$ cat config.mk
export PLATFORM = sky130hd
export DESIGN_NAME = steer_en_ctrl
export DESIGN_NICKNAME = d
export VERILOG_FILES = /design/src/rtl/steer_en_ctrl.sv
export SDC_FILE = /design/constraint.sdc
export NUM_CORES = 1
export LEC_CHECK = 0
export CAP_MARGIN = 40
export CORE_AREA = 2 2 115 117
export DETAILED_ROUTE_END_ITERATION = 8
export DIE_AREA = 0 0 117 119
export GPL_TIMING_DRIVEN = 0
export PLACE_DENSITY = 0.61
export SKIP_CTS_REPAIR_TIMING = 1
export SLEW_MARGIN = 15
export SYNTH_ARGS = -nofsm -noshare
export SYNTH_HDL_FRONTEND = slang
export SYNTH_SLANG_ARGS = --single-unit
$ cat constraint.sdc
create_clock -name clk -period 2.4 [get_ports clk]
set_clock_uncertainty 0.05 [all_clocks]
set_input_delay 0.36 -clock clk [delete_from_list [all_inputs] [get_ports clk]]
set_output_delay 0.36 -clock clk [all_outputs]
set_load 0.01 [all_outputs]
$ cat src/rtl/steer_en_ctrl.sv
// ----------------------------------------------------------------------------
// steer_en_ctrl
//
// Rider-presence and steering-enable controller for the balance path.
// Watches the raw left/right load-cell readings and decides when a rider is
// standing on the platform, when the rider has settled evenly enough to hand
// control to balance_cntrl, and when the rider has stepped off.
// The settle timer and the step-off debounce counter are internal.
//
// Optional feature macro: STEER_FAULT_EN
//   defined   : a WAIT dwell counter raises a sticky 'fault' after
//               FAULT_CYCLES consecutive cycles in WAIT; cleared on return
//               to IDLE.
//   undefined : no dwell counter; 'fault' is constant 0.
//
// Ports:
//   clk        in   1       system clock (50 MHz)
//   rst_n      in   1       asynchronous active-low reset
//   lft_load   in   LOAD_W  left load cell reading, unsigned
//   rght_load  in   LOAD_W  right load cell reading, unsigned
//   en_steer   out  1       registered, high while in STEER
//   rider_off  out  1       registered one-cycle pulse on return to IDLE
//   state_o    out  2       current state: 0=IDLE, 1=WAIT, 2=STEER
//   fault      out  1       settle-timeout fault (0 without STEER_FAULT_EN)
// ----------------------------------------------------------------------------
module steer_en_ctrl #(
    parameter int LOAD_W           = 12,
    parameter int MIN_RIDER_WEIGHT = 'h200,
    parameter int HYSTERESIS       = 'h020,
    parameter int SETTLE_SHIFT     = 2,
    parameter int TMR_CYCLES       = 65_000_000,
    parameter int OFF_DBNC         = 4,
    parameter int FAULT_CYCLES     = 250_000_000
) (
    input  logic              clk,
    input  logic              rst_n,
    input  logic [LOAD_W-1:0] lft_load,
    input  logic [LOAD_W-1:0] rght_load,
    output logic              en_steer,
    output logic              rider_off,
    output logic [1:0]        state_o,
    output logic              fault
);

    localparam int SUM_W = LOAD_W + 1;
    localparam int CMP_W = LOAD_W + 6;
    localparam int SET_W = (TMR_CYCLES > 1) ? $clog2(TMR_CYCLES) : 1;
    localparam int OFF_W = (OFF_DBNC > 1) ? $clog2(OFF_DBNC) : 1;

    localparam int GT_THR_I   = MIN_RIDER_WEIGHT + HYSTERESIS;
    localparam int LT_THR_I   = MIN_RIDER_WEIGHT - HYSTERESIS;
    localparam int TMR_LAST_I = TMR_CYCLES - 1;
    localparam int OFF_LAST_I = OFF_DBNC - 1;

    // Thresholds are held one bit wider than the sum so a threshold above
    // the largest possible sum still compares correctly.
    localparam logic [SUM_W:0]   GT_THR   = GT_THR_I[SUM_W:0];
    localparam logic [SUM_W:0]   LT_THR   = LT_THR_I[SUM_W:0];
    localparam logic [SET_W-1:0] TMR_LAST = TMR_LAST_I[SET_W-1:0];
    localparam logic [OFF_W-1:0] OFF_LAST = OFF_LAST_I[OFF_W-1:0];

    typedef enum logic [1:0] {
        S_IDLE  = 2'd0,
        S_WAIT  = 2'd1,
        S_STEER = 2'd2
    } state_t;

    state_t             r_state;
    logic [SET_W-1:0]   r_settle;
    logic [OFF_W-1:0]   r_off;
    logic               r_en_steer;
    logic               r_rider_off;

    state_t             w_next;
    logic [SET_W-1:0]   w_settle_nxt;
    logic [OFF_W-1:0]   w_off_nxt;

    logic [SUM_W-1:0]   w_sum;
    logic [LOAD_W-1:0]  w_abs_diff;
    logic               w_settle_bad;
    logic [CMP_W-1:0]   w_diff_x16;
    logic [CMP_W-1:0]   w_sum_x15;
    logic               w_step_off;
    logic               w_gt_min;
    logic               w_lt_min;

    // ------------------------------------------------------------------
    // Load-cell arithmetic (all unsigned)
    // ------------------------------------------------------------------
    assign w_sum      = {1'b0, lft_load} + {1'b0, rght_load};
    // Subtract the smaller from the larger so the difference never wraps.
    assign w_abs_diff = (lft_load >= rght_load) ? (lft_load - rght_load)
                                                : (rght_load - lft_load);

    assign w_settle_bad = {1'b0, w_abs_diff} > (w_sum >> SETTLE_SHIFT);

    // Step-off: one side carries more than 15/16 of the total weight.
    // Both products fit in LOAD_W+6 bits, so the comparison is exact.
    assign w_diff_x16 = {2'b00, w_abs_diff, 4'b0000};
    assign w_sum_x15  = ({5'b0, w_sum} << 4) - {5'b0, w_sum};
    assign w_step_off = w_diff_x16 > w_sum_x15;

    // Sums inside the hysteresis band assert neither flag.
    assign w_gt_min = {1'b0, w_sum} > GT_THR;
    assign w_lt_min = {1'b0, w_sum} < LT_THR;

    // ------------------------------------------------------------------
    // Next-state and counter logic
    // ------------------------------------------------------------------
    always_comb begin
        w_next       = r_state;
        w_settle_nxt = r_settle;
        w_off_nxt    = r_off;

        case (r_state)
            S_IDLE: begin
                w_settle_nxt = '0;
                w_off_nxt    = '0;
                if (w_gt_min) begin
                    w_next = S_WAIT;
                end
            end

            S_WAIT: begin
                // Off counter held at 0 here so every STEER entry starts clean.
                w_off_nxt = '0;
                if (w_lt_min) begin
                    w_next       = S_IDLE;
                    w_settle_nxt = '0;
                end else if (w_settle_bad) begin
                    w_settle_nxt = '0;
                end else if (r_settle == TMR_LAST) begin
                    w_next = S_STEER;
                end else if (r_settle != {SET_W{1'b1}}) begin
                    w_settle_nxt = r_settle + SET_W'(1);
                end
            end

            S_STEER: begin
                w_settle_nxt = '0;
                if (w_lt_min) begin
                    w_next    = S_IDLE;
                    w_off_nxt = '0;
                end else if (w_step_off) begin
                    if (r_off == OFF_LAST) begin
                        w_next    = S_WAIT;
                        w_off_nxt = '0;
                    end else begin
                        w_off_nxt = r_off + OFF_W'(1);
                    end
                end else begin
                    w_off_nxt = '0;
                end
            end

            default: begin
                w_next       = S_IDLE;
                w_settle_nxt = '0;
                w_off_nxt    = '0;
            end
        endcase
    end

    // ------------------------------------------------------------------
    // State, counters and registered outputs
    // ------------------------------------------------------------------
    always_ff @(posedge clk or negedge rst_n) begin
        if (!rst_n) begin
            r_state     <= S_IDLE;
            r_settle    <= '0;
            r_off       <= '0;
            r_en_steer  <= 1'b0;
            r_rider_off <= 1'b0;
        end else begin
            r_state     <= w_next;
            r_settle    <= w_settle_nxt;
            r_off       <= w_off_nxt;
            r_en_steer  <= (w_next == S_STEER);
            // Only a genuine WAIT/STEER -> IDLE drop pulses; an illegal
            // encoding recovering to IDLE does not.
            r_rider_off <= (w_next == S_IDLE) &&
                           ((r_state == S_WAIT) || (r_state == S_STEER));
        end
    end

    assign en_steer  = r_en_steer;
    assign rider_off = r_rider_off;
    assign state_o   = r_state;

`ifdef STEER_FAULT_EN
    localparam int FLT_W = $clog2(FAULT_CYCLES + 1);
    localparam logic [FLT_W-1:0] FLT_LAST = FAULT_CYCLES[FLT_W-1:0];

    logic [FLT_W-1:0] r_fcnt;
    logic             r_fault;
    logic [FLT_W-1:0] w_fcnt_nxt;
    logic             w_fault_nxt;

    // Dwell count runs only while staying in WAIT and saturates at the limit.
    always_comb begin
        w_fcnt_nxt  = '0;
        w_fault_nxt = r_fault;
        if ((r_state == S_WAIT) && (w_next == S_WAIT)) begin
            w_fcnt_nxt = (r_fcnt == FLT_LAST) ? r_fcnt : (r_fcnt + FLT_W'(1));
        end
        if (w_next == S_IDLE) begin
            w_fault_nxt = 1'b0;
        end else if (w_fcnt_nxt == FLT_LAST) begin
            w_fault_nxt = 1'b1;
        end
    end

    always_ff @(posedge clk or negedge rst_n) begin
        if (!rst_n) begin
            r_fcnt  <= '0;
            r_fault <= 1'b0;
        end else begin
            r_fcnt  <= w_fcnt_nxt;
            r_fault <= w_fault_nxt;
        end
    end

    assign fault = r_fault;
`else
    localparam bit unused_fault_cfg = (FAULT_CYCLES > 0);
    assign fault = 1'b0;
`endif

endmodule

# Yosys cells after proc, flatten, opt, wreduce, memory -nomap -nowiden
# Cells that the tools add are included.
# op_classes
addsub,6
magnitude_cmp,5
n_eq_ne,8
mux,18
n_reduce_logical,5
# ops
operator,n
$mux W26,5
$add A26 B1 Y26 const B,1
$eq A26 B26 Y1 const B,1
$ne A26 B26 Y1 const B,1
$sub A12 B12 Y12,2
$mux W2,11
$gt A16 B18 Y1,1
$sub A17 B13 Y18,1
$add A12 B12 Y13,1
$gt A13 B10 Y1 const B,1
$lt A13 B9 Y1 const B,1
$ge A12 B12 Y1,1
$gt A12 B11 Y1,1
$mux W12,1
$ne A4 B4 Y1 const B,2
$eq A2 B2 Y1 const B,3
$pmux W2 S3,1
$logic_not A2 Y1,2
$add A2 B1 Y2 const B,1
$eq A2 B1 Y1 const B,1
$reduce_and A2 Y1,1
$logic_and A1 B1 Y1,1
$logic_or A1 B1 Y1,1
# word_totals
reg_bits,32
in_bits,26

# Depth between registers and ports, before layout
# Gate-level depths: netlist of the first run.
# logic_depth
ltp_word,8
ltp_mapped,28
mapped_depth_nobuf,28

# Worst setup path after synthesis of the first run
# Ideal clock, no wire load.
# synth_timing
kind,input to register
start,input port lft_load[0]
end,register r_rider_off (netlist: rider_off)
setup_ps,123
arrival_ps,5527
required_ps,2227
setup_slack_ps,-3300
stages,28
path_buffers,0
cell_sequence,ha_1 -> inv_1 -> fa_1 -> nor2_1 -> nor2_1 -> o21bai_1 -> xnor2_1 -> ha_1 -> nand4b_1 -> mux2i_1 -> a31oi_1 -> or4_4 -> a211oi_2 -> o2111a_1 -> nor2_1 -> xor2_1 -> ha_1 -> nand2_1 -> nor2_1 -> nand2_1 -> o211a_1 -> a211o_1 -> or3_1 -> o32a_1 -> o41a_1 -> o22ai_1 -> a21oi_1 -> o221a_1
# synth_via
elab_chain_len,8
elab_cells_between_ends,18
cone_classes,add/sub (4); order compare (5); mux (7); reduce/logical (2)
# synth_lines
item,line_no,text
start: declaration,37,"input logic [LOAD_W-1:0] lft_load,"
$add A12 B12 Y13 (tied with other cells),90,"assign w_sum = {1'b0, lft_load} + {1'b0, rght_load};"
$sub A17 B13 Y18 / $mux W12 (equally long branches),"100, 92",
$gt A16 B18 Y1 / $gt A12 B11 Y1 (equally long branches),"101, 95",
$mux W2 (on tied branches),"144, 130",
$mux W2 (on tied branches),"141, 127",
$pmux W2 S3 *,115,case (r_state)
$logic_not A2 Y1 *,181,r_rider_off <= (w_next == S_IDLE) &&
$logic_and A1 B1 Y1 *,181,
end signal: assignment,181,
end: declaration,72,logic r_rider_off;
# Every way passes the cells marked *; elsewhere a longest branch is shown, timed or not.
# A chain may end at the register's enable or synchronous reset.

# Final worst setup path of the first run
# Same ends and word-level chain as after synthesis.

==> reports/qor.yml, run 1 <==
path_class: "input port to register"
n_fill_cell: 1203
worstPathRequired_ns: 2.51
grt_antenna_before_repair: 0
min_path_type: "input port to asynchronous set/reset pin"
post-route-min-period_ns: 5.848
dp_worst_setup_slack_ns: -4.645
vdd_drop_max_uv: 445.4
drtPass1Iterations: 5
port-buffer-count: 29
status: "complete, but fails checks"
core_um2: 12870
worst_setup_path_end_kind: "register"
critical_path.slowest_cell: "or4_4"
r2r_setup_slack_ns: -0.82
setup_tns_ns: -91.53
async_flop_share_pct: 100.0
cts_tree: "done"
worst_slack_ns: -3.448
synthAdderAreaFrac_pct: 18.58
synthXorXnorAreaFrac_pct: 11.04
multi_input_area_um2: 4429
hold_viol: 0
rsz0062_at_grt: "yes"
gp_congestion: 0.8916
clockBufferDepth: 2
power_density_nw_per_um2: 614.8
cts_buffers: 5
root_buffer: "clkbuf_16"
total_power_w: 0.004063
grt_pass1_vias: 4785
synthFlopType: "dfrtp_1"
violations: "setup timing"
clkLatencyLatePin_ns: 0.27
h-tree-depth: 2
cts.sinks: 32
reg2reg_depth: 12
yosysSeqAreaShare_pct: 15.73
antenna_cells: 0
synth_nets: 746
r2r-end: "r_settle[25]"
grt_pass1_wl_um: 23320
ant_nets: 0
initial_utilization_pct: 39.53
syn_avg_cell_area_um2: 7.867
yosysUniqueCellTypes: 86
reg2reg_from: "r_settle[0]"
synth-seq-cells: 32
grt_overflow: 0
synthSimpleGateAreaFrac_pct: 24.19
fin_hold_ws_ns: 0.09497
muxShareOfSynthArea_pct: 1.205
max_freq_ghz: 0.1710
remaining_drc_errors: 0
rows: 42
track_usage_pct: 20.67
synth_edf_count: 0
synthesis.area_um2: 5090
die_width_um: 117
area_delta_synth_final_pct: 29.84
leakage_nw: 2.886
slew_headroom_pct: 48.16
drv_slew: 0
die_h_um: 119
dp_hpwl_um: 11280
dieArea_um2: 13920
clk_pin_slew_ns: 0.05
worstSetupStartpointType: "input port"
vias: 5148
ios: 31
post_dp_cell_area_um2: 5637
nNetsFinal: 820
critPathMaxStageDelay_ns: 0.47
cp_max_fo: 3
grt_max_degree: 33
synth_top_family_by_area: "simple AND/OR/NAND/NOR gates"
synth_warnings: 0
synth-compound-area-share_pct: 23.01
drt-total-wl_um: 15310
netlist_instances: 647
regArea_um2: 800.8
drt_iter0_markers: 354
stdcell_area_um2: 6609
drt-wirelength-per-cell_um: 17.04
cp_data_arrival_time_ns: 5.95
maxCapViolations: 0
drive_gt1_share_pct: 22.16
via_per_inst: 5.733
setup_viol_count_final: 32
worstMarginPinSlew_ns: 0.7740
fin_crit_sh_pct: 243.7
## cell usage in the layout, fill, tap and decap left out, types with 16 or more instances in the layout
master           instances
nor2_1                  60
nor3_1                  19
xor2_1                  26
dfrtp_1                 32
inv_1                   44
nand3_1                 19
nand2_1                 36
o21ai_0                 21
xnor2_1                 26
a21oi_1                 27
ha_1                    60
clkdlybuf4s50_1         16
buf_4                   43
## final cells by class
class	instances	share of cell area, %
Sequential cell	32	12.12
Inverter	54	3.256
Clock buffer	6	1.950
Clock inverter	2	0.5301
Tap cell	176	3.332
Buffer	23	2.632
Multi-Input combinational cell	538	67.02
Timing Repair Buffer	67	9.163
## worst max-delay path, delay by kind of cell
family                     cells  cell delay, ns
and+or+nand+nor                9            1.57
xor gates and xnor gates       2            0.29
muxes                          1            0.29
buffers and inverters          2            0.12
adders and majority gates      4            1.14
AOI/OAI and AO/OA             11            2.16
## registers in the layout, summed over array words and instances (netlist names)
name	count
r_settle	26
r_off	2
state_o	2
en_steer	1
rider_off	1
## synthesized netlist by cell type (4+ instances only)
library cell	n	share of area, %
o31ai_1	5	0.74
xor2_1	26	4.5
nor2_1	69	5.1
nand4_1	12	1.5
or3_1	6	0.74
and2_1	5	0.61
nor2b_1	8	0.98
ha_1	70	17
a211o_1	4	0.69
nand3_1	21	2.1
clkbuf_1	8	0.59
o21bai_1	5	0.74
nor3_1	20	2.0
nand2_1	37	2.7
a211oi_1	9	1.3
and3_1	9	1.1
nand3b_1	4	0.59
a21oi_1	31	3.0
a31oi_1	12	1.5
dfrtp_1	32	16
xnor2_1	30	5.2
buf_2	11	1.1
a21o_1	12	1.8
nand2b_1	8	0.98
mux2i_1	5	0.98
or2_2	4	0.49
o21a_1	8	1.2
inv_1	50	3.7
o21ai_0	23	2.3
nor4_1	12	1.5
o211ai_1	5	0.74
## per-layer routing
layer | wire (um) | track usage [%]
met4 | 382 | 6.544
met1 | 6836 | 27.63
met2 | 7611 | 34.54
met5 | 0 | 0
met3 | 475 | 2.392
## worst max path at each step
| stage | start | to | slack [ns] | cells after the start |
|---|---|---|---|---|
| 2_1_floorplan | lft_load[0] | rider_off | -3.20 | 28 |
| 3_3_place_gp | lft_load[1] | rider_off | -4.60 | 25 |
| 6_report | lft_load[0] | rider_off | -3.45 | 29 |
| 5_1_grt | lft_load[0] | rider_off | -3.58 | 29 |
| 3_5_place_dp | lft_load[1] | rider_off | -4.65 | 25 |
| 4_1_cts | lft_load[1] | rider_off | -4.37 | 25 |
## cells by family (layout without fill, tap and decap cells)
family                     count (synthesis)  in the layout
AOI/OAI and AO/OA                        160            160
xor gates and xnor gates                  60             60
adders and majority gates                 74             74
buffers and inverters                     77            152
DFF                                       32             32
muxes                                      6              6
other                                      1              1
and+or+nand+nor                          237            237
## through the flow
step / instances / util, %
after detailed placement: 852 / 43.78
after CTS: 860 / 45.05
after global routing: 898 / 51.33
after global placement: 852 / 43.82
final: 898 / 51.33
after floorplan: 647 / -
## report_power, final
group / internal (W) / switching (W) / total (W)
clock network: 0.000487 / 0.000222 / 0.000710
registers: 0.000565 / 0.0000245 / 0.000589
logic: 0.00124 / 0.00152 / 0.00276
No activity file was read; power rests on OpenSTA's default activity.
==> run 2, diff against run 1 <==
SLEW_MARGIN = not set   (was 15)
==> results of run 2 <==
Same layout as run 1: the final DEF is identical, and so are final timing and power.
==> run 3, diff against run 2 <==
CTS_CLUSTER_SIZE = 16   (was not set)
GPL_ROUTABILITY_DRIVEN = 1   (was not set)
==> results of run 3 <==
Same layout as run 1: the final DEF is identical, and so are final timing and power.
